File: src/rtl/sr_bank_pkg.sv
// Shared types and next-state resolution for the clocked SR flip-flop bank.
package sr_bank_pkg;

  typedef enum logic [1:0] {
    SR_HOLD    = 2'd0,
    SR_SET_DOM = 2'd1,
    SR_RST_DOM = 2'd2,
    SR_TOGGLE  = 2'd3
  } sr_mode_e;

  localparam int DEBOUNCE_MAX = 255;
  localparam int DEB_CNT_W    = 8;

  function automatic logic sr_next(input logic q, input logic s_eff,
                                   input logic r_eff, input sr_mode_e mode);
    logic nq;
    nq = q;
    case ({s_eff, r_eff})
      2'b10: nq = 1'b1;
      2'b01: nq = 1'b0;
      2'b11: begin
        case (mode)
          SR_SET_DOM: nq = 1'b1;
          SR_RST_DOM: nq = 1'b0;
          SR_TOGGLE:  nq = ~q;
          default:    nq = q;
        endcase
      end
      default: nq = q;
    endcase
    return nq;
  endfunction

endpackage

File: src/rtl/sr_ff_cell.sv
// One SR channel: optional S/R debounce, registered q/qn, edge pulses and sticky conflict.
module sr_ff_cell
  import sr_bank_pkg::*;
#(
  parameter sr_mode_e MODE     = SR_RST_DOM,
  parameter int       DEBOUNCE = 1,
  parameter logic     RESET_Q  = 1'b0
) (
  input  logic clk,
  input  logic rst,
  input  logic s,
  input  logic r,
  input  logic en,
  input  logic clr,
  output logic q,
  output logic qn,
  output logic rise,
  output logic fall,
  output logic conflict,
  output logic conflict_evt
);

  logic s_eff;
  logic r_eff;
  logic q_reg, qn_reg, rise_reg, fall_reg, conflict_reg;
  logic q_next;

  if (DEBOUNCE > 1) begin : g_deb
    localparam logic [DEB_CNT_W-1:0] CNT_MAX = DEB_CNT_W'(DEBOUNCE - 1);
    logic [DEB_CNT_W-1:0] s_cnt_reg, r_cnt_reg;

    // Counters track consecutive high samples independently of en.
    always_ff @(posedge clk or posedge rst) begin
      if (rst) begin
        s_cnt_reg <= '0;
        r_cnt_reg <= '0;
      end else if (clr) begin
        s_cnt_reg <= '0;
        r_cnt_reg <= '0;
      end else begin
        s_cnt_reg <= !s ? '0 : (s_cnt_reg == CNT_MAX) ? CNT_MAX : s_cnt_reg + 1'b1;
        r_cnt_reg <= !r ? '0 : (r_cnt_reg == CNT_MAX) ? CNT_MAX : r_cnt_reg + 1'b1;
      end
    end

    assign s_eff = s && (s_cnt_reg == CNT_MAX);
    assign r_eff = r && (r_cnt_reg == CNT_MAX);
  end else begin : g_nodeb
    assign s_eff = s;
    assign r_eff = r;
  end

  assign conflict_evt = en && s_eff && r_eff;
  assign q_next       = en ? sr_next(q_reg, s_eff, r_eff, MODE) : q_reg;

  always_ff @(posedge clk or posedge rst) begin
    if (rst) begin
      q_reg        <= RESET_Q;
      qn_reg       <= ~RESET_Q;
      rise_reg     <= 1'b0;
      fall_reg     <= 1'b0;
      conflict_reg <= 1'b0;
    end else if (clr) begin
      q_reg        <= RESET_Q;
      qn_reg       <= ~RESET_Q;
      rise_reg     <= ~q_reg & RESET_Q;
      fall_reg     <= q_reg & ~RESET_Q;
      conflict_reg <= 1'b0;
    end else begin
      q_reg        <= q_next;
      qn_reg       <= ~q_next;
      rise_reg     <= ~q_reg & q_next;
      fall_reg     <= q_reg & ~q_next;
      conflict_reg <= conflict_reg | conflict_evt;
    end
  end

  assign q        = q_reg;
  assign qn       = qn_reg;
  assign rise     = rise_reg;
  assign fall     = fall_reg;
  assign conflict = conflict_reg;

endmodule

File: src/rtl/sr_ff_bank.sv
// Bank of N_CH independent SR cells with a shared clear and a saturating conflict counter.
module sr_ff_bank
  import sr_bank_pkg::*;
#(
  parameter int              N_CH     = 4,
  parameter sr_mode_e        MODE     = SR_RST_DOM,
  parameter int              DEBOUNCE = 1,
  parameter int              CNT_W    = 8,
  parameter logic [N_CH-1:0] RESET_Q  = '0
) (
  input  logic             clk,
  input  logic             rst,
  input  logic [N_CH-1:0]  s,
  input  logic [N_CH-1:0]  r,
  input  logic [N_CH-1:0]  en,
  input  logic             clr,
  output logic [N_CH-1:0]  q,
  output logic [N_CH-1:0]  qn,
  output logic [N_CH-1:0]  rise,
  output logic [N_CH-1:0]  fall,
  output logic [N_CH-1:0]  conflict,
  output logic [CNT_W-1:0] conflict_cnt
);

  logic [N_CH-1:0]  conflict_evt;
  logic [CNT_W-1:0] conflict_cnt_reg;

  for (genvar gi = 0; gi < N_CH; gi++) begin : g_ch
    sr_ff_cell #(
      .MODE     (MODE),
      .DEBOUNCE (DEBOUNCE),
      .RESET_Q  (RESET_Q[gi])
    ) u_cell (
      .clk          (clk),
      .rst          (rst),
      .s            (s[gi]),
      .r            (r[gi]),
      .en           (en[gi]),
      .clr          (clr),
      .q            (q[gi]),
      .qn           (qn[gi]),
      .rise         (rise[gi]),
      .fall         (fall[gi]),
      .conflict     (conflict[gi]),
      .conflict_evt (conflict_evt[gi])
    );
  end

  // Counts cycles, not channels: several simultaneous conflicts add one.
  always_ff @(posedge clk or posedge rst) begin
    if (rst) begin
      conflict_cnt_reg <= '0;
    end else if (clr) begin
      conflict_cnt_reg <= '0;
    end else if ((|conflict_evt) && (conflict_cnt_reg != '1)) begin
      conflict_cnt_reg <= conflict_cnt_reg + 1'b1;
    end
  end

  assign conflict_cnt = conflict_cnt_reg;

endmodule

File: config.mk
export PLATFORM = sky130hd
export DESIGN_NAME = sr_ff_bank
export DESIGN_NICKNAME = d
export VERILOG_FILES = /design/src/rtl/sr_bank_pkg.sv /design/src/rtl/sr_ff_cell.sv /design/src/rtl/sr_ff_bank.sv
export SDC_FILE = /design/constraint.sdc
export NUM_CORES = 1
export LEC_CHECK = 0
export ABC_AREA = 1
export CORE_ASPECT_RATIO = 0.7
export CORE_MARGIN = 3
export CORE_UTILIZATION = 49
export DETAILED_ROUTE_END_ITERATION = 8
export PLACE_DENSITY = 0.82
export SLEW_MARGIN = 10
export SYNTH_ARGS = -nofsm -noshare
export SYNTH_HDL_FRONTEND = slang
export SYNTH_SLANG_ARGS = --single-unit
export TNS_END_PERCENT = 10
File: constraint.sdc
create_clock -name clk -period 3.4 [get_ports clk]
set_clock_uncertainty 0.2 [all_clocks]
set_input_delay 0.68 -clock clk [delete_from_list [all_inputs] [get_ports clk]]
set_output_delay 0.68 -clock clk [all_outputs]
set_load 0.05 [all_outputs]
==> metrics.yaml <==
antenna_found_initial: 0
drt-total-wl_mm: 2.79
yosysSeqAreaShare: 0.509
largest_reg_flops: 8
power_density_mw_per_mm2: 433
timing.rr.start: "conflict_cnt[0]$_DFFE_PP0P_"
dp_hpwl_mm: 2.12
setup_tns_ns: 0
clkTransAtPathRegs_ns: 0.09
power_leakage_nw: 0.843
grt_max_degree: 29
drt_iter0_drc: 24
fmax_mhz: 402
ctsLongestPathBuffers: 2
vias_per_cell: 4.94
gr-total-overflow: 0
die_area_mm2: 0.00352
min_path_type: "flop to flop"
crit_fanout: 5
die_y_um: 50.5
met1_usage: 0.209
final_core_util: 0.690
power_frac_clock: 0.332
arrival_ns: 1.61
cts_hold_buf: 0
r2r_setup_slack_ns: 1.72
switching_share: 0.271
cts_tree: "built"
critPathLaunchType: "flop"
drive_above_1_share: 0.119
critPathKind: "flop to output pin"
final_common_cell: "clkdlybuf4s50_1"
maxCapViolCount: 0
r2r-end: "conflict_cnt[5]$_DFFE_PP0P_"
layout_common_cells: "42 x clkdlybuf4s50_1, 25 x nand2_1, 24 x dfrtp_1"
hold_slack_ns: 0.287
crit_required_ns: 2.52
endpoint_kind: "output pin"
htreeDepth: 1
io_buffers: 42
fin_crit_ns: 2.49
min_to: "g_ch[0].u_cell.rise$_DFF_PP0_"
internal_power_mw: 0.560
pwr-share-seq: 0.469
drc: 0
hold_viol: 0
cpMaxStageDelayCell: "clkdlybuf4s50_1"
synth_area_mm2: 0.00139
cts_setup_buffers: 0
cts.sinks: 28
yosys_warnings: 0
grt.busiest_layer: "met2"
grt_first_pass_wirelength_mm: 4.67
place_inst: 215
use_met3: 0.0440
row_count: 15
slew_violations: 0
ys_types: 21
stdcell_count: 219
firstDrtPassIters: 4
crit_chain: "clkdlybuf4s50_1"
synthesis.instances: 159
p_switching_mw: 0.208
nets: 202
setup_viol: 0
start_util: 0.540
cp.buffers_inverters: 1
num_io_pins: 43
core_mm2: 0.00257
synth_area_per_cell_um2: 8.73
vias: 1081
route.detailed.wl_per_inst_um: 12.7
rr_worst_depth: 6
antenna_cells: 0
gp_congestion: 0.929
ys_ff_latch: 28
grt_util_met2: 0.290
cts-buffers-inserted: 3
worst_path_largest_cell_delay_ns: 0.85
worst_pin_slew_ns: 0.505
areaGrowthSynthToFinish_pct: 27.9
power_frac_comb: 0.199
grt_pass1_vias: 1077
crit_family: "buffers and inverters"
final_antenna_net_count: 0
synth_fp_nets: 175
clk_latency_ns: 0.27
hold_path.startpoint: "g_ch[0].u_cell.q$_DFF_PP0_"
root_buffer: "clkbuf_8"
track_usage: 0.169
slew_headroom: 0.662
vdd_drop_max_mv: 0.352
final.period_utilization: 0.732
power_mw: 0.768
outcome: "completed"
die_w_um: 69.6
rsz0062_at_grt: "false"
cts_resized: 0
hold_depth: 1
==> Yosys cell counts <==
| master | number | area share |
|---|---|---|
| nand3b_1 | 1 | 0.0054 |
| nand4_1 | 3 | 0.014 |
| nor3_1 | 1 | 0.0036 |
| nand3_1 | 19 | 0.069 |
| nor2_1 | 18 | 0.049 |
| buf_4 | 20 | 0.11 |
| ha_1 | 1 | 0.0090 |
| buf_2 | 1 | 0.0036 |
| dfstp_2 | 4 | 0.076 |
| a21oi_1 | 10 | 0.036 |
| nand2_1 | 25 | 0.068 |
| dfrtp_1 | 24 | 0.43 |
| xor2_1 | 2 | 0.013 |
| o21ai_4 | 1 | 0.012 |
| nand3_4 | 1 | 0.013 |
| o21ai_0 | 1 | 0.0036 |
| a21o_1 | 1 | 0.0054 |
| nand2_2 | 3 | 0.014 |
| nor2_4 | 1 | 0.0081 |
| inv_2 | 7 | 0.019 |
| inv_1 | 15 | 0.041 |
==> kinds of logic after synthesis <==
logic type / synth area share
and+or+nand+nor: 0.242
buffers and inverters: 0.171
DFF: 0.509
AOI/OAI and AO/OA: 0.0568
xor gates and xnor gates: 0.0126
adders and majority gates: 0.00902
==> metal layers <==
layer / vias up / share of wire
li1: 532 / -
met1: 497 / 0.44
met2: 46 / 0.46
met3: 6 / 0.083
met4: 0 / 0.014
met5: - / 0
==> worst max path at each step <==
stage | end | startpoint | slack (ns) | cells after the start
2_1_floorplan | conflict_cnt[4]$_DFFE_PP0P_ | conflict_cnt[1]$_DFFE_PP0P_ | 1.67 | 7
3_3_place_gp | g_ch[3].u_cell.rise$_DFF_PP0_ | clr | 1.12 | 6
3_5_place_dp | g_ch[2].u_cell.rise$_DFF_PP0_ | clr | 1.04 | 6
4_1_cts | conflict_cnt[2] | conflict_cnt[2]$_DFFE_PP0P_ | 0.91 | 1
5_1_grt | conflict_cnt[2] | conflict_cnt[2]$_DFFE_PP0P_ | 0.86 | 1
6_report | conflict_cnt[3] | conflict_cnt[3]$_DFFE_PP0P_ | 0.91 | 1
==> per-stage QoR <==
step	cell area (um2)	worst slack, ns
after floorplan	1390	1.67
after global placement	1700	1.12
after detailed placement	1700	1.04
after CTS	1770	0.911
after global routing	1770	0.863
final	1770	0.913
==> final cells by class <==
class	instances	area, um2
clock buffer	3	41.3
multi-input combinational	88	444
tap	34	42.5
sequential	28	706
fill	192	797
inverter	22	82.6
clock inverter	1	30.0
timing repair buffer	43	428
==> power groups by stage <==
| stage | clock network (mW) | logic (mW) | registers (mW) |
|---|---|---|---|
| global route | 0.279 | 0.163 | 0.362 |
| detailed placement | 0 | 0.154 | 0.367 |
| CTS | 0.260 | 0.155 | 0.360 |
| global placement | 0 | 0.151 | 0.365 |
| floorplan | 0 | 0.102 | 0.373 |
| finish | 0.255 | 0.153 | 0.360 |
Power figures use the tool's default switching activity.
